`config.mk`:
```
export PLATFORM = sky130hd
export DESIGN_NAME = rtc_bus_writer
export DESIGN_NICKNAME = d
export VERILOG_FILES = /design/src/rtl/rtc_bus_writer_pkg.sv /design/src/rtl/rtc_bus_writer_cycle_timer.sv /design/src/rtl/rtc_bus_writer.sv
export SDC_FILE = /design/constraint.sdc
export NUM_CORES = 1
export LEC_CHECK = 0
export ABC_AREA = 1
export CAP_MARGIN = 40
export CORE_MARGIN = 2
export CORE_UTILIZATION = 25
export CTS_CLUSTER_SIZE = 10
export DETAILED_ROUTE_END_ITERATION = 7
export PLACE_DENSITY_LB_ADDON = 0.15
export SYNTH_ARGS = -nofsm -noshare
export SYNTH_HDL_FRONTEND = slang
export SYNTH_SLANG_ARGS = --single-unit
```
`constraint.sdc`:
```
create_clock -name clk -period 5.3 [get_ports clk]
set_clock_uncertainty 0.2 [all_clocks]
set_input_delay 1.06 -clock clk [delete_from_list [all_inputs] [get_ports clk]]
set_output_delay 1.06 -clock clk [all_outputs]
set_load 0.005 [all_outputs]
```
`src/rtl/rtc_bus_writer_pkg.sv`:
```
`default_nettype none
// ============================================================================
// Module   : rtc_bus_writer_pkg
// Brief    : Shared RTC bus state encoding, default strobe timing and helpers.
// Revision : 1.0 - initial release
// ============================================================================
package rtc_bus_writer_pkg;

    typedef enum logic [3:0] {
        ST_IDLE     = 4'd0,
        ST_A_SETUP  = 4'd1,
        ST_A_STROBE = 4'd2,
        ST_A_HOLD   = 4'd3,
        ST_GAP      = 4'd4,
        ST_D_SETUP  = 4'd5,
        ST_D_STROBE = 4'd6,
        ST_D_HOLD   = 4'd7,
        ST_FINISH   = 4'd8
    } rtc_state_t;

    typedef struct packed {
        logic cs_n;
        logic wr_n;
        logic oe;
        logic sel;
    } rtc_bus_ctl_t;

    localparam int c_DEF_SETUP_CYC = 4;
    localparam int c_DEF_PULSE_CYC = 10;
    localparam int c_DEF_HOLD_CYC  = 4;
    localparam int c_DEF_GAP_CYC   = 4;

    function automatic int max_of4(input int a, input int b, input int c, input int d);
        int m;
        m = a;
        if (b > m) m = b;
        if (c > m) m = c;
        if (d > m) m = d;
        return m;
    endfunction

    // Wide enough to hold the largest cycle count itself.
    function automatic int cnt_width(input int max_val);
        return (max_val < 1) ? 1 : $clog2(max_val + 1);
    endfunction

    function automatic logic is_addr_phase(input rtc_state_t st);
        return (st == ST_A_SETUP) || (st == ST_A_STROBE) || (st == ST_A_HOLD);
    endfunction

    function automatic logic is_data_phase(input rtc_state_t st);
        return (st == ST_D_SETUP) || (st == ST_D_STROBE) || (st == ST_D_HOLD);
    endfunction

    function automatic rtc_bus_ctl_t bus_ctl(input rtc_state_t st);
        rtc_bus_ctl_t c;
        c.cs_n = !(is_addr_phase(st) || is_data_phase(st));
        c.oe   = !c.cs_n;
        c.sel  = is_data_phase(st);
        c.wr_n = !((st == ST_A_STROBE) || (st == ST_D_STROBE));
        return c;
    endfunction

endpackage
`default_nettype wire

```
`src/rtl/rtc_bus_writer_cycle_timer.sv`:
```
`default_nettype none
// ============================================================================
// Module   : rtc_cycle_timer
// Brief    : Loadable down-counter that stops at zero and flags it.
// Revision : 1.0 - initial release
// ============================================================================
module rtc_cycle_timer #(
    parameter int WIDTH = 4
) (
    input  logic             clk,
    input  logic             reset,
    input  logic             load,
    input  logic [WIDTH-1:0] load_val,
    output logic             zero
);

    logic [WIDTH-1:0] r_count;

    always_ff @(posedge clk) begin
        if (reset) begin
            r_count <= '0;
        end else if (load) begin
            r_count <= load_val;
        end else if (r_count != '0) begin
            r_count <= r_count - 1'b1;
        end
    end

    assign zero = (r_count == '0);

endmodule
`default_nettype wire

```
`src/rtl/rtc_bus_writer.sv`:
```
`default_nettype none
// ============================================================================
// Module   : rtc_bus_writer
// Brief    : Writes one RTC register over the multiplexed AD bus: address
//            phase, bus-release gap, data phase, then a one-cycle done.
// Revision : 1.0 - initial release
// ============================================================================
module rtc_bus_writer
    import rtc_bus_writer_pkg::*;
#(
    parameter int SETUP_CYC = c_DEF_SETUP_CYC,
    parameter int PULSE_CYC = c_DEF_PULSE_CYC,
    parameter int HOLD_CYC  = c_DEF_HOLD_CYC,
    parameter int GAP_CYC   = c_DEF_GAP_CYC
) (
    input  logic       clk,
    input  logic       reset,
    input  logic       start,
    input  logic [7:0] addr,
    input  logic [7:0] wdata,
    output logic       busy,
    output logic       done,
    output logic [7:0] ad_out,
    output logic       ad_oe,
    output logic       ad_sel,
    output logic       cs_n,
    output logic       rd_n,
    output logic       wr_n
);

    localparam int c_MAX_CYC = max_of4(SETUP_CYC, PULSE_CYC, HOLD_CYC, GAP_CYC);
    localparam int c_CNT_W   = cnt_width(c_MAX_CYC);

    // The timer is loaded with N-1 so that a state lasts exactly N cycles.
    localparam logic [c_CNT_W-1:0] c_SETUP_LD = c_CNT_W'(SETUP_CYC - 1);
    localparam logic [c_CNT_W-1:0] c_PULSE_LD = c_CNT_W'(PULSE_CYC - 1);
    localparam logic [c_CNT_W-1:0] c_HOLD_LD  = c_CNT_W'(HOLD_CYC - 1);
    localparam logic [c_CNT_W-1:0] c_GAP_LD   = c_CNT_W'(GAP_CYC - 1);

    rtc_state_t         r_state;
    rtc_state_t         w_state_nxt;
    rtc_bus_ctl_t       w_ctl_nxt;
    logic               w_accept;
    logic               w_load;
    logic               w_zero;
    logic [c_CNT_W-1:0] w_load_val;
    logic [7:0]         w_ad_nxt;
    logic [7:0]         r_addr;
    logic [7:0]         r_wdata;

    logic               r_busy;
    logic               r_done;
    logic [7:0]         r_ad_out;
    logic               r_ad_oe;
    logic               r_ad_sel;
    logic               r_cs_n;
    logic               r_rd_n;
    logic               r_wr_n;

    rtc_cycle_timer #(
        .WIDTH    (c_CNT_W)
    ) u_timer (
        .clk      (clk),
        .reset    (reset),
        .load     (w_load),
        .load_val (w_load_val),
        .zero     (w_zero)
    );

    assign w_accept = (r_state == ST_IDLE) && start;

    always_comb begin
        w_state_nxt = r_state;
        w_load      = 1'b0;
        w_load_val  = '0;
        unique case (r_state)
            ST_IDLE: begin
                if (start) begin
                    w_state_nxt = ST_A_SETUP;
                    w_load      = 1'b1;
                    w_load_val  = c_SETUP_LD;
                end
            end
            ST_A_SETUP: begin
                if (w_zero) begin
                    w_state_nxt = ST_A_STROBE;
                    w_load      = 1'b1;
                    w_load_val  = c_PULSE_LD;
                end
            end
            ST_A_STROBE: begin
                if (w_zero) begin
                    w_state_nxt = ST_A_HOLD;
                    w_load      = 1'b1;
                    w_load_val  = c_HOLD_LD;
                end
            end
            ST_A_HOLD: begin
                if (w_zero) begin
                    w_state_nxt = ST_GAP;
                    w_load      = 1'b1;
                    w_load_val  = c_GAP_LD;
                end
            end
            ST_GAP: begin
                if (w_zero) begin
                    w_state_nxt = ST_D_SETUP;
                    w_load      = 1'b1;
                    w_load_val  = c_SETUP_LD;
                end
            end
            ST_D_SETUP: begin
                if (w_zero) begin
                    w_state_nxt = ST_D_STROBE;
                    w_load      = 1'b1;
                    w_load_val  = c_PULSE_LD;
                end
            end
            ST_D_STROBE: begin
                if (w_zero) begin
                    w_state_nxt = ST_D_HOLD;
                    w_load      = 1'b1;
                    w_load_val  = c_HOLD_LD;
                end
            end
            ST_D_HOLD: begin
                if (w_zero) begin
                    w_state_nxt = ST_FINISH;
                end
            end
            ST_FINISH: begin
                w_state_nxt = ST_IDLE;
            end
            default: begin
                w_state_nxt = ST_IDLE;
            end
        endcase
    end

    // Outputs are registered from the next state so they line up with it;
    // on the accepting edge the address comes straight from the port.
    assign w_ctl_nxt = bus_ctl(w_state_nxt);

    always_comb begin
        w_ad_nxt = 8'h00;
        if (is_addr_phase(w_state_nxt)) begin
            w_ad_nxt = w_accept ? addr : r_addr;
        end else if (is_data_phase(w_state_nxt)) begin
            w_ad_nxt = r_wdata;
        end
    end

    always_ff @(posedge clk) begin
        if (reset) begin
            r_state  <= ST_IDLE;
            r_addr   <= 8'h00;
            r_wdata  <= 8'h00;
            r_busy   <= 1'b0;
            r_done   <= 1'b0;
            r_ad_out <= 8'h00;
            r_ad_oe  <= 1'b0;
            r_ad_sel <= 1'b0;
            r_cs_n   <= 1'b1;
            r_rd_n   <= 1'b1;
            r_wr_n   <= 1'b1;
        end else begin
            r_state <= w_state_nxt;
            if (w_accept) begin
                r_addr  <= addr;
                r_wdata <= wdata;
            end
            r_busy   <= (w_state_nxt != ST_IDLE);
            r_done   <= (w_state_nxt == ST_FINISH);
            r_ad_out <= w_ad_nxt;
            r_ad_oe  <= w_ctl_nxt.oe;
            r_ad_sel <= w_ctl_nxt.sel;
            r_cs_n   <= w_ctl_nxt.cs_n;
            r_rd_n   <= 1'b1;
            r_wr_n   <= w_ctl_nxt.wr_n;
        end
    end

    always_ff @(posedge clk) begin : p_param_chk
        if (reset) begin
            assert (SETUP_CYC >= 1 && PULSE_CYC >= 1 && HOLD_CYC >= 1 && GAP_CYC >= 1)
                else $error("rtc_bus_writer: all timing parameters must be >= 1");
        end
    end

    assign busy   = r_busy;
    assign done   = r_done;
    assign ad_out = r_ad_out;
    assign ad_oe  = r_ad_oe;
    assign ad_sel = r_ad_sel;
    assign cs_n   = r_cs_n;
    assign rd_n   = r_rd_n;
    assign wr_n   = r_wr_n;

endmodule
`default_nettype wire

```
* Yosys cells after proc, flatten, opt, wreduce, memory -nomap -nowiden
Index checks and enable logic that the tools add are counted.
** Word-level totals
- Flip-flop bits (word level) :: 38
- Bits in latches :: 0
- RAM bits :: 0
- Bits in read-only memories :: 0
- Output and inout port bits :: 15
- Logic and storage cells :: 64
- Memories :: 0
** Operators by class
- Add/subtract/negate cells :: 1
- Multiply operators :: 0
- Divide/modulo/power cells :: 0
- Magnitude comparators :: 0
- Equality and inequality tests :: 14
- Shift-type cells :: 0
- Muxes and demuxes :: 21
- Bitwise logic cells :: 0
- Reduce and logical (&&, ||, !) cells :: 17
** Operator list (count)
- 4-bit 2-to-1 mux :: 11
- 4-bit case mux with 8 select lines :: 1
- 4-bit by 3-bit == test with 1-bit output, second input constant :: 7
- 8-bit 2-to-1 mux :: 3
- 4-bit by 2-bit == test with 1-bit output, second input constant :: 4
- 4-bit case mux with 3 select lines :: 1
- 4-bit by 1-bit == test with 1-bit output, second input constant :: 2
- 4-bit zero test :: 2
- 4-bit nonzero test :: 2
- 1-bit logical OR :: 6
- 6-bit OR reduction :: 1
- 4-bit == test, second input constant :: 1
- 2-bit 2-to-1 mux :: 2
- 4-bit OR reduction :: 1
- 4-bit by 1-bit subtractor with 4-bit output, second input constant :: 1
- 1-bit zero test :: 2
- 1-bit 2-to-1 mux :: 2
- 1-bit case mux with 2 select lines :: 1
- 2-bit nonzero test :: 1
- 2-bit OR reduction :: 1
- 1-bit logical AND :: 1

* Depth between registers and ports, before layout
Gate-level depths: netlist of the first run.
- Depth in word-level cells :: 8
- Gate-level depth with buffers :: 12
- Gate-level depth less buffers :: 12

* Cells and area by module
Synthesis of the first run repeated with hierarchy kept, for this count alone.
** Unflattened totals
- Cells, all modules :: 216
- Area total of the unflattened synthesis :: 1641.6 µm²
** By module, submodules not included
- rtc_bus_writer :: instances 1, cells each 176, area each 1393.8 µm², sequential area each 680.7 µm²
- rtc_cycle_timer :: instances 1, cells each 40, area each 247.7 µm², sequential area each 80.1 µm²

* Least setup slack after synthesis of the first run
No wires, ideal clock.
- Kind :: in2reg
- Start point :: input start
- End point :: register r_ad_out[0], in the netlist ad_out[0]
- Data arrival time :: 1.711 ns
- Data required time :: 4.987 ns
- Slack :: 3.276 ns
- Stages on the path :: 6
- Path through :: nand3_4 > inv_2 > a41oi_1 > nand3_2 > nand2_1 > nand2_1
** On the way
- Word-level cells in the longest chain between the ends :: 7
- Elaborated cells between the ends (all ways) :: 16
- Classes of those cells :: eq/ne: 6; mux: 5; reduce/logical: 5
** RTL lines
- start: declaration :: line rtc_bus_writer.sv:18 : input logic start,
- 4-bit 2-to-1 mux :: line rtc_bus_writer.sv:78 : if (start) begin
- 4-bit case mux with 8 select lines :: line rtc_bus_writer.sv:76 : unique case (r_state)
- 4-bit by 3-bit == test with 1-bit output :: line rtc_bus_writer_pkg.sv:52 : return (st == ST_D_SETUP) || (st == ST_D_STROBE) || (st == ST_D_HOLD);
- 1-bit logical OR (2 in series) :: line rtc_bus_writer_pkg.sv:52
- 8-bit 2-to-1 mux :: line rtc_bus_writer.sv:148 : end else if (is_data_phase(w_state_nxt)) begin
- 8-bit 2-to-1 mux (*) :: line rtc_bus_writer.sv:146 : if (is_addr_phase(w_state_nxt)) begin
- end signal: assignment :: line rtc_bus_writer.sv:174 : r_ad_out <= w_ad_nxt;
- end: declaration :: line rtc_bus_writer.sv:53 : logic [7:0] r_ad_out;
Mark *: on every way between the ends. The rest lies on a longest branch, timed or not.
A chain may end at the register's enable or synchronous reset.

* Worst setup path after layout of the first run
- Start point :: input start
- End point :: register r_ad_out[2], in the netlist ad_out[2]
The elaborated chain is that of the path after synthesis.

==> out/metrics.sh, run 1 <==
STATUS='finished clean'
LEAKAGEPOWER_nW=0.826
FIN_CRIT_NS=2.61
DRT-INITIAL-DRC-COUNT=86
FINALSETUPVIOLCOUNT=0
MAXIMUM_NUMBER_OF_PINS_ON_ONE_NET_BEFORE_GLOBAL_ROUTE_REPAIR=25
YOSYSWARNINGCOUNT=0
POSTSYNTHCELLCOUNT=192
GRT_PASS1_WL_MICRONS=5580
ROUTED-VIA-COUNT=1267
FIN_WORST_HOLD_SLACK_NS=0.269
ANTENNA_VIOLATIONS_BEFORE_REPAIR=0
YOSYSSEQAREASHARE=0.503
IO_PINS=34
WORSTREGTOREGCELLS=7
LARGEST_FAMILY_OF_LOGIC_CELLS_BY_SYNTHESIZED_AREA='simple AND/OR/NAND/NOR gates'
POST_CTS_BUFFERS=0
CTS-ROOT-BUF='clkbuf_8'
YOSYS.AREA_SHARE.SIMPLE=0.321
SYNTH.AREA.MUX_SHARE=0
CTS_CLOCK_PIN_SLEW_FOR_THE_WORST_SETUP_AND_HOLD_PATHS_NS=0.08
FP.DIEH_MICRONS=81.8
SYN_TO_FINAL_GROWTH_PCT=31.8
DETAIL_PLACEMENT_HPWL_MICRONS=2320
CTS_TREE='done'
POWER_PER_CELL_AREA_nW_PER_UM2=457
SETUP_TNS_NS=0
CTSLONGESTPATHBUFFERS=2
CLOCK_POWER_SHARE=0.231
SHARE_OF_THE_SYNTHESIZED_AREA_IN_COMPOUND_GATES_AO_OA_AOI_OAI=0.0819
GLOBALROUTETOTALUTIL=0.112
SWSHARE=0.369
PWR-SHARE-COMB=0.361
NUMBER_OF_OPTIMIZATION_ITERATIONS_IN_THE_FIRST_DETAILED_ROUTE_PASS=4
CP_CELL_SEQUENCE='clkdlybuf4s50_1 -> nand3_4 -> inv_2 -> a41oi_1 -> nand3_2 -> nand2_1 -> nand2_1'
SYNTH.AREA.TOP_CELLS='dfxtp_1, nand2_1, a21oi_1'
POSTSYNTH.ASYNCRESETSHARE=0
HTREE_DEPTH=2
SYNTH.CELL_AREA_SQ_UM=1510
SYNTH-EDFF-COUNT=0
PLACEMENTROWS=28
CAP_VIOL_MAX_COUNT=0
PORTBUFFERS=32
DIE_WIDTH_MICRONS=81.8
WORST_SKEW_PAIR.LATE_LATENCY_NS=0.29
MIN_PATH_CELLS=2
AVGROUTEDWIREPERCELL_MICRONS=11.3
LIBRARY_CELL_WITH_THE_HIGHEST_INSTANCE_COUNT_AFTER_SYNTHESIS='nand2_1'
WORSTSETUPSTARTPOINTTYPE='primary input'
YOSYS.AREA_SHARE.ADDER=0.00827
GLOBALROUTE.TOTALOVERFLOW=0
SETUP.WORST_PATH.CLASS='primary input to flip-flop'
TIMING_MAX_TRANSITION_VIOLATIONS_FINAL=0
MAX_STAGE_DELAY_NS=0.45
GRT_SETUP_UNREPAIRED='no'
MOST_FREQUENT_CP_CELL='nand2_1'
FINALHOLDVIOLATIONS=0
VDD_DROP_MAX_V=0.000132
CRIT_PATH_TOP_DELAY_CELL='clkdlybuf4s50_1'
CTS_NUM_SINKS=38
PLACEABLECOREAREA_SQ_UM=5890
NETSWITCHINGPOWER_uW=337
TIMING.CRITICAL_PATH.FANOUT_MAX=19
HP-CLASS='flip-flop to flip-flop'
NFILLCELLS=653
NUM_ANTENNA_CELLS=0
POSTCTSHOLDBUFS=0
WL_MICRONS=3410
POST-ROUTE-DRC-COUNT=0
CRITICAL_PATH.ENDPOINT_TYPE='flip-flop'
CTS-RESIZED-GATES=0
SYNTH_AREA_PER_CELL_SQ_UM=7.88
CTS_BUFFERS=5
VIAS_PER_CELL=4.20
SYNTHESIS.NETS=212
SYNTHDISTINCTLIBCELLS=28
FINAL_LAYOUT_SIZE_SUFFIX_GT1_FRAC=0.106
ANTENNA_LEFT=0
SYNTHDOMINANTCELLAREASHARE=0.503
FINALCRITPERIODSHARE=0.492
POWER_FRAC_SEQ=0.409
VIA_COUNT_OF_THE_FIRST_GLOBAL_ROUTING_PASS=1165
P_INT_uW=574
WORST_EP_REQUIRED_TIME_NS=5.29
YS_DOMINANT_REG_CELL='dfxtp_1'
STARTING_UTILIZATION_OF_THE_CORE_AREA=0.257
YOSYS_REGISTER_BITS=38
SYNTH-XOR-AREA-SHARE=0.0116
FMAXACHIEVABLE_MHz=384
ROUTABILITYCONGESTION=0.808
CRITPATHARRIVALTIME_NS=2.59
FINALNETCOUNT=246
POST-SYNTH-TOP-AREA-CELL='dfxtp_1'
SYNTHTOPCELLSBYCOUNT='nand2_1, dfxtp_1, a21oi_1, inv_1'
FLOORPLAN.DIE_AREA_SQ_UM=6690
-- metrics by stage --
| step | instance area [sq um] | worst slack (ns) | utilization | total power, mW | cells |
|---|---|---|---|---|---|
| 5_1_grt | 1990 | 2.56 | 0.339 | 0.981 | 302 |
| 6_report | 1990 | 2.69 | 0.339 | 0.911 | 302 |
| 3_3_place_gp | 1900 | 2.41 | 0.322 | 0.713 | 294 |
| 3_5_place_dp | 1900 | 2.35 | 0.322 | 0.713 | 294 |
| 4_1_cts | 1990 | 2.65 | 0.339 | 0.925 | 302 |
| 2_1_floorplan | 1510 | 3.28 | - | 0.602 | 192 |
-- final timing paths --
check,from,end,slack [ns]
worst max-delay path,start,ad_out[2],2.69
worst min-delay path,r_wdata[0],r_wdata[0],0.27
worst max register to register,r_state[0],ad_out[2],3.33
worst min register to register,r_wdata[0],r_wdata[0],0.27
-- power by group through the flow --
stage / Sequential, mW / Clock [mW] / Combinational (mW)
finish: 0.372 / 0.210 / 0.329
global route: 0.378 / 0.227 / 0.376
CTS: 0.372 / 0.216 / 0.336
detailed placement: 0.378 / 0 / 0.335
global placement: 0.379 / 0 / 0.334
floorplan: 0.375 / 0 / 0.227
-- layout make-up --
cell class              count  area (sq um)  share of cell area
clock inverters             2          12.5             0.00628
inverters                  18          72.6              0.0364
well taps                  75          93.8              0.0471
multi-input cells         130           643               0.323
clock buffers               6          82.6              0.0414
flip-flops and latches     38           761               0.382
repair buffers             33           328               0.164
-- critical path: cells and delay by family --
kind	cells	cell delay [ns]
compound gates	1	0.24
simple gates	4	0.64
buf+inv	2	0.65
-- metal layers --
layer  global-route usage  wire length, microns
met2                0.166                  1450
met3               0.0319                   186
met1                0.148                  1730
met5                    0                     0
met4               0.0550                    53
-- layout by cell type (no fill, tap or decap), drive strengths merged --
master,count
a21oi,18
a41oi,1
and2,1
buf,1
clkbuf,6
clkdlybuf4s50,32
clkinv,1
clkinvlp,1
conb,1
dfxtp,38
ha,1
inv,18
nand2,64
nand3,15
nand4,1
nor2,15
nor3,2
nor4,4
o21ai,5
xnor2,1
xor2,1
-- kinds of logic (layout without fill, tap and decap cells) --
logic type                 count (synthesis)  after routing
AOI/OAI and AO/OA                         24             24
xor gates and xnor gates                   2              2
adders and majority gates                  1              1
buffers and inverters                     24             59
DFF                                       38             38
other                                      1              1
and+or+nand+nor                          102            102
-- state kept, by name (all words and copies together), names as in the netlist --
signal	flops
ad_oe	1
ad_out	8
ad_sel	1
busy	1
cs_n	1
done	1
r_addr	8
r_state	4
r_wdata	8
u_timer.r_count	4
wr_n	1
Note: power is estimated with default switching activity, not from simulation.
==> inputs of run 2 (changes only) <==
==> constraint.sdc (replaced) <==
create_clock -name clk -period 2.4 [get_ports clk]
set_clock_uncertainty 0.2 [all_clocks]
set_input_delay 0.48 -clock clk [delete_from_list [all_inputs] [get_ports clk]]
set_output_delay 0.48 -clock clk [all_outputs]
set_load 0.005 [all_outputs]
==> run 2 against run 1 <==
Against the previous run:
- flip-flop and latch count did not move
- first-iteration DRC count shrank 22%
- highest routed layer unchanged
- critical endpoint is now ad_out[4]
- sequential share of layout area decreased by 0.29 points
- global-route usage is 0.092 points lower
- cell count increased by 0.66%
==> out/metrics.sh, run 2 (synthesis results as in run 1) <==
VDD_DROP_MAX_V=0.000352  # was 0.000132 V
FIN_CRIT_NS=1.92
CRITICAL_PATH.ENDPOINT_TYPE='flip-flop'  # unchanged
DRT-INITIAL-DRC-COUNT=67  # was 86
HTREE_DEPTH=2  # unchanged
SYN_TO_FINAL_GROWTH_PCT=32.8  # was 31.8%
FINALHOLDVIOLATIONS=0  # unchanged
DETAIL_PLACEMENT_HPWL_MICRONS=2370  # was 2320 microns
PORTBUFFERS=32  # unchanged
TIMING.CRITICAL_PATH.FANOUT_MAX=10  # was 19
PLACEMENTROWS=28  # unchanged
CRITPATHARRIVALTIME_NS=1.95  # was 2.59 ns
LEAKAGEPOWER_nW=0.835  # was 0.826 nW
PWR_TOTAL_mW=2.02  # was 911 uW
PRE_CTS_SLACK_NS=0.189  # was 2.35 ns
CTSLONGESTPATHBUFFERS=2  # unchanged
LAYOUT.CELLS.MOST_COMMON='nand2_1'  # unchanged
CTS_NUM_SINKS=38  # unchanged
GLOBALROUTE.TOTALOVERFLOW=0  # unchanged
WORST_EP_REQUIRED_TIME_NS=2.43  # was 5.29 ns
TIMING_MAX_TRANSITION_VIOLATIONS_FINAL=0  # unchanged
ROUTED-VIA-COUNT=1255  # was 1267
VIA_COUNT_OF_THE_FIRST_GLOBAL_ROUTING_PASS=1182  # was 1165
NUM_ANTENNA_CELLS=0  # unchanged
CTS-RESIZED-GATES=0  # unchanged
POST-ROUTE-DRC-COUNT=0  # unchanged
PLACEABLECOREAREA_SQ_UM=5890  # unchanged
SETUP.WORST_PATH.CLASS='flip-flop to flip-flop'  # was primary input to flip-flop
NUMBER_OF_OPTIMIZATION_ITERATIONS_IN_THE_FIRST_DETAILED_ROUTE_PASS=4  # unchanged
FINALSETUPVIOLCOUNT=0  # unchanged
GLOBALROUTETOTALUTIL=0.111  # was 0.112
IO_PINS=34  # unchanged
FF2FF_SETUP_SLACK_NS=0.48  # was 3.33 ns
ROUTABILITYCONGESTION=0.800  # was 0.808
CTS_TREE='done'  # unchanged
SEQCELLAREA_SQ_UM=761  # unchanged
UTILIZATION=0.341  # was 0.339
FINAL_LAYOUT_SIZE_SUFFIX_GT1_FRAC=0.114  # was 0.106
GRT_SETUP_UNREPAIRED='no'  # unchanged
DIE_WIDTH_MICRONS=81.8  # unchanged
WORST_SKEW_PAIR.LATE_LATENCY_NS=0.28  # was 0.29 ns
HP-CLASS='flip-flop to flip-flop'  # unchanged
FINAL_CELLS=304  # was 302
CTS_CLOCK_PIN_SLEW_FOR_THE_WORST_SETUP_AND_HOLD_PATHS_NS=0.08  # about the same
POST_CTS_BUFFERS=0  # unchanged
FINAL_CELL_MIX='nand2_1, dfxtp_1, clkdlybuf4s50_1, a21oi_1, inv_1'  # unchanged
CTS-ROOT-BUF='clkbuf_8'  # unchanged
FMAXACHIEVABLE_MHz=520
POWER_PER_CELL_AREA_nW_PER_UM2=1000  # was 457 nW/um^2
VIAS_PER_CELL=4.13  # was 4.20
ANTENNA_LEFT=0  # unchanged
FINALNETCOUNT=248  # was 246
MAXIMUM_NUMBER_OF_PINS_ON_ONE_NET_BEFORE_GLOBAL_ROUTE_REPAIR=20  # was 25
SETUP_TNS_NS=0  # unchanged
FINALCRITPERIODSHARE=0.802
CTS_BUFFERS=5  # unchanged
AVGROUTEDWIREPERCELL_MICRONS=11.0  # was 11.3 microns
NUMPLACEDINSTANCES=296  # was 294
NFILLCELLS=645  # was 653
ANTENNA_VIOLATIONS_BEFORE_REPAIR=0  # unchanged
FP.DIEH_MICRONS=81.8  # unchanged
POST-ROUTE-WORST-SETUP-SLACK_NS=0.476  # was 2.69 ns
CAP_VIOL_MAX_COUNT=0  # unchanged
MULTIINPUTGATEAREA_SQ_UM=643  # unchanged
WORSTSETUPSTARTPOINTTYPE='flip-flop'  # was primary input
GRT_PASS1_WL_MICRONS=5420  # was 5580 microns
STARTING_UTILIZATION_OF_THE_CORE_AREA=0.257  # unchanged
STATUS='finished clean'  # unchanged
FLOORPLAN.DIE_AREA_SQ_UM=6690  # unchanged
POSTCTSHOLDBUFS=0  # unchanged
WL_MICRONS=3340  # was 3410 microns
run 2: changes by cell type in the layout (fill, tap and decap cells not counted):
cell | previous run | this run
buf_4 | 1 | 3
run 2: routing by layer:
metal  global-route usage  vias to the layer above  wire length [microns]
met5                    0                        -                      0
met3               0.0505                        2                    132
met2                0.164                       23                   1510
met1                0.140                      549                   1670
met4               0.0433                        0                     27
li1                     -                      681                      -
run 2: worst max-delay path, cell delays in order, from the launching register on:
cell     delay, ns
dfxtp_1       0.32
inv_1         0.07
ha_1          0.26
nand2_4       0.12
inv_6         0.09
nand3_4       0.09
nand2_2       0.08
nand2_2       0.08
nor3_4        0.34
nand3_1       0.13
nand2_1       0.09
run 2: per-stage QoR:
step           instance area, sq um  hold slack, ns
6_report                       2010           0.268
4_1_cts                        2010           0.273
3_3_place_gp                   1910           0.256
3_5_place_dp                   1910           0.260
5_1_grt                        2010           0.294
2_1_floorplan                  1510           0.245
run 2: layout make-up:
type / instances / share of cell area
clock buffer: 6 / 0.0411
sequential: 38 / 0.379
multi-input combinational: 130 / 0.320
inverter: 18 / 0.0361
clock inverter: 2 / 0.00623
timing repair buffer: 35 / 0.171
tap: 75 / 0.0467
run 2: path summary, 6_finish.rpt:
kind	startpoint	endpoint	cells past startpoint
worst max-delay path	u_timer.r_count[0]	ad_out[4]	10
worst min register to register	r_wdata[0]	ad_out[0]	2
worst min-delay path	r_wdata[0]	ad_out[0]	2
worst max register to register	u_timer.r_count[0]	ad_out[4]	10
run 2: power breakdown:
part	internal [mW]	switching, mW
registers	0.752	0.0651
clock network	0.231	0.224
logic	0.301	0.443
total	1.28	0.732
==> inputs of run 3 (changes only) <==
==> constraint.sdc (replaced) <==
create_clock -name clk -period 1.97 [get_ports clk]
set_clock_uncertainty 0.2 [all_clocks]
set_input_delay 0.394 -clock clk [delete_from_list [all_inputs] [get_ports clk]]
set_output_delay 0.394 -clock clk [all_outputs]
set_load 0.005 [all_outputs]
==> run 3 against run 2 <==
Against the previous run:
- cell area rose by 7.0%
- flip-flop and latch count did not move
- routed wire length rose by 3.6%
- register-to-register slack got worse by 0.30 ns
- fmax rose by 7.4%
- combinational power rose by 40%
==> out/metrics.sh, run 3 (synthesis results as in run 1) <==
WORSTSETUPSTARTPOINTTYPE='flip-flop'  # unchanged
WORST_SKEW_PAIR.LATE_LATENCY_NS=0.30  # was 0.28 ns
LEAKAGEPOWER_nW=0.900  # was 0.835 nW
SETUP_TNS_NS=0  # unchanged
DRT-INITIAL-DRC-COUNT=36  # was 67
GRT_USE_MET2=0.173  # was 0.164
CRIT_BUF_INV=3  # was 2
SYN_TO_FINAL_GROWTH_PCT=42.0  # was 32.8%
FF2FF_SETUP_SLACK_NS=0.18  # was 0.48 ns
VIAS_PER_CELL=4.03  # was 4.13
TIMING_MAX_TRANSITION_VIOLATIONS_FINAL=0  # unchanged
CTS-ROOT-BUF='clkbuf_8'  # unchanged
FINALSETUPVIOLCOUNT=0  # unchanged
CTS_TREE='done'  # unchanged
BUSIEST_LAYER_IN_GLOBAL_ROUTING='met2'  # unchanged
CRITPATHTOPFAMILY='simple AND/OR/NAND/NOR gates'  # unchanged
PWR_TOTAL_mW=2.83  # was 2.02 mW
CTSLONGESTPATHBUFFERS=2  # unchanged
LAUNCH_POINT_OF_THE_WORST_REG_TO_REG_PATH='u_timer.r_count[0]'  # unchanged
CRITICAL_PATH.ENDPOINT_TYPE='flip-flop'  # unchanged
VDD_DROP_MAX_V=0.000566  # was 0.000352 V
TIMING.CRITICAL_PATH.FANOUT_MAX=10  # unchanged
SETUP.WORST_PATH.START='u_timer.r_count[0]'  # unchanged
AVGROUTEDWIREPERCELL_MICRONS=11.1  # was 11.0 microns
GLOBALROUTE.TOTALOVERFLOW=0  # unchanged
PORTBUFFERS=32  # unchanged
FINALHOLDVIOLATIONS=0  # unchanged
NFILLCELLS=630  # was 645
ANTENNA_LEFT=0  # unchanged
FINAL_CELL_MIX='nand2_1, dfxtp_1, clkdlybuf4s50_1, a21oi_1, inv_1'  # unchanged
ANTENNA_VIOLATIONS_BEFORE_REPAIR=0  # unchanged
MAX_STAGE_DELAY_NS=0.33  # was 0.34 ns
WORST_EP_REQUIRED_TIME_NS=2.01  # was 2.43 ns
MOST_FREQUENT_CP_CELL='nand2_2'  # unchanged
IO_PINS=34  # unchanged
FLOORPLAN.DIE_AREA_SQ_UM=6690  # unchanged
NUMBER_OF_OPTIMIZATION_ITERATIONS_IN_THE_FIRST_DETAILED_ROUTE_PASS=4  # unchanged
CRITICAL_PATH_DEPTH=11  # was 10
CTS_NUM_SINKS=38  # unchanged
CP_CELL_SEQUENCE='inv_1 -> ha_4 -> nand2_4 -> inv_6 -> nand3_4 -> nand2_2 -> nand2_2 -> nor3_4 -> buf_12 -> nand3_1 -> nand2_1'  # was inv_1 -> ha_1 -> nand2_4 -> inv_6 -> nand3_4 -> nand2_2 -> nand2_2 -> nor3_4 -> nand3_1 -> nand2_1
CRIT_PATH_TOP_DELAY_CELL='dfxtp_1'  # was nor3_4
FINAL_LAYOUT_SIZE_SUFFIX_GT1_FRAC=0.153  # was 0.114
GR-USAGE-MET3=0.0330  # was 0.0505
ROUTABILITYCONGESTION=0.868  # was 0.800
PLACEMENTROWS=28  # unchanged
LAYOUT.CELLS.MOST_COMMON='nand2_1'  # unchanged
GR-USAGE-MET1=0.144  # was 0.140
R2R_END='ad_out[6]'  # was ad_out[4]
POST-ROUTE-DRC-COUNT=0  # unchanged
MAXIMUM_NUMBER_OF_PINS_ON_ONE_NET_BEFORE_GLOBAL_ROUTE_REPAIR=19  # was 20
FMAXACHIEVABLE_MHz=558  # was 520 MHz
HP-CLASS='flip-flop to flip-flop'  # unchanged
CAP_VIOL_MAX_COUNT=0  # unchanged
CTS_BUFFERS=5  # unchanged
CTS_CLOCK_PIN_SLEW_FOR_THE_WORST_SETUP_AND_HOLD_PATHS_NS=0.08  # about the same
STARTING_UTILIZATION_OF_THE_CORE_AREA=0.257  # unchanged
WORSTREGTOREGCELLS=11  # was 10
MIN_PATH_CELLS=2  # unchanged
ROUTED-VIA-COUNT=1252  # was 1255
WL_MICRONS=3460  # was 3340 microns
NUM_ANTENNA_CELLS=0  # unchanged
STATUS='finished clean'  # unchanged
FINALCRITPERIODSHARE=0.910  # was 0.802
VIA_COUNT_OF_THE_FIRST_GLOBAL_ROUTING_PASS=1236  # was 1182
GLOBALROUTETOTALUTIL=0.113  # was 0.111
FINAL_DESIGN_AREA_NO_FILL_SQ_UM=2150  # was 2010 sq um
PLACEABLECOREAREA_SQ_UM=5890  # unchanged
SETUP.WORST_PATH.CLASS='flip-flop to flip-flop'  # unchanged
FINALNETCOUNT=255  # was 248
CP_CAPTURE_POINT='ad_out[6]'  # was ad_out[4]
HTREE_DEPTH=2  # unchanged
FP.DIEH_MICRONS=81.8  # unchanged
POWER_PER_CELL_AREA_nW_PER_UM2=1320  # was 1000 nW/um^2
FIN_CRIT_NS=1.79  # was 1.92 ns
PLACE_AREA_SQ_UM=1960  # was 1910 sq um
DIE_WIDTH_MICRONS=81.8  # unchanged
CRITPATHARRIVALTIME_NS=1.83  # was 1.95 ns
GRT_PASS1_WL_MICRONS=5620  # was 5420 microns
DETAIL_PLACEMENT_HPWL_MICRONS=2480  # was 2370 microns
[run 3: worst min path at each step]
stage | start | end | slack [ns]
final | r_wdata[4] | r_wdata[4] | 0.27
after global routing | r_wdata[0] | r_wdata[0] | 0.29
after CTS | r_wdata[4] | r_wdata[4] | 0.27
after detailed placement | r_wdata[1] | ad_out[1] | 0.26
after global placement | r_wdata[1] | r_wdata[1] | 0.26
after floorplan | r_wdata[0] | r_wdata[0] | 0.25
[run 3: where the power goes]
| group | total, mW | leakage (nW) | internal, mW | switching (mW) |
|---|---|---|---|---|
| sequential | 0.989 | 0.312 | 0.917 | 0.0726 |
| combinational | 1.04 | 0.520 | 0.449 | 0.589 |
| clock | 0.807 | 0.0683 | 0.508 | 0.299 |
[run 3: worst reg2reg max path, delay by kind of cell, from the launching register on]
family,cells,cell delay [ns]
AND/OR/NAND/NOR,7,0.68
buffers and inverters,3,0.36
flip-flops,1,0.33
adder cells (fa/ha/maj),1,0.18
[run 3: through the flow]
stage,hold slack [ns],utilization,worst slack (ns),std cells
2_1_floorplan,0.245,-,0.288,192
4_1_cts,0.267,0.359,0.0460,311
5_1_grt,0.286,0.365,-0.00403,311
3_3_place_gp,0.256,0.333,-0.00171,302
6_report,0.266,0.365,0.178,311
3_5_place_dp,0.257,0.333,0.00402,302
[run 3: what timing repair did]
| action | in CTS | in global routing |
|---|---|---|
| setup endpoints to repair | 1 | 14 |
| hold buffers | 0 | 0 |
| gates resized for setup | 0 | 6 |
| pin swaps | 1 | 0 |
| cloned | 0 | 0 |
| buffers inserted | 1 | 0 |
[run 3: layout make-up]
class                           instances  area (sq um)  share of cell area
Clock buffer                            5          68.8              0.0320
Tap cell                               75          93.8              0.0437
Multi-Input combinational cell        130           676               0.315
Inverter                               18          72.6              0.0338
Sequential cell                        38           761               0.354
Clock inverter                          3          68.8              0.0320
Timing Repair Buffer                   42           408               0.190
[run 3: per-layer routing]
layer / vias to the layer above / routed length [microns] / part of all wire
li1: 694 / - / -
met1: 530 / 1670 / 0.48
met2: 23 / 1590 / 0.46
met3: 5 / 137 / 0.040
met4: 0 / 59 / 0.017
met5: - / 0 / 0
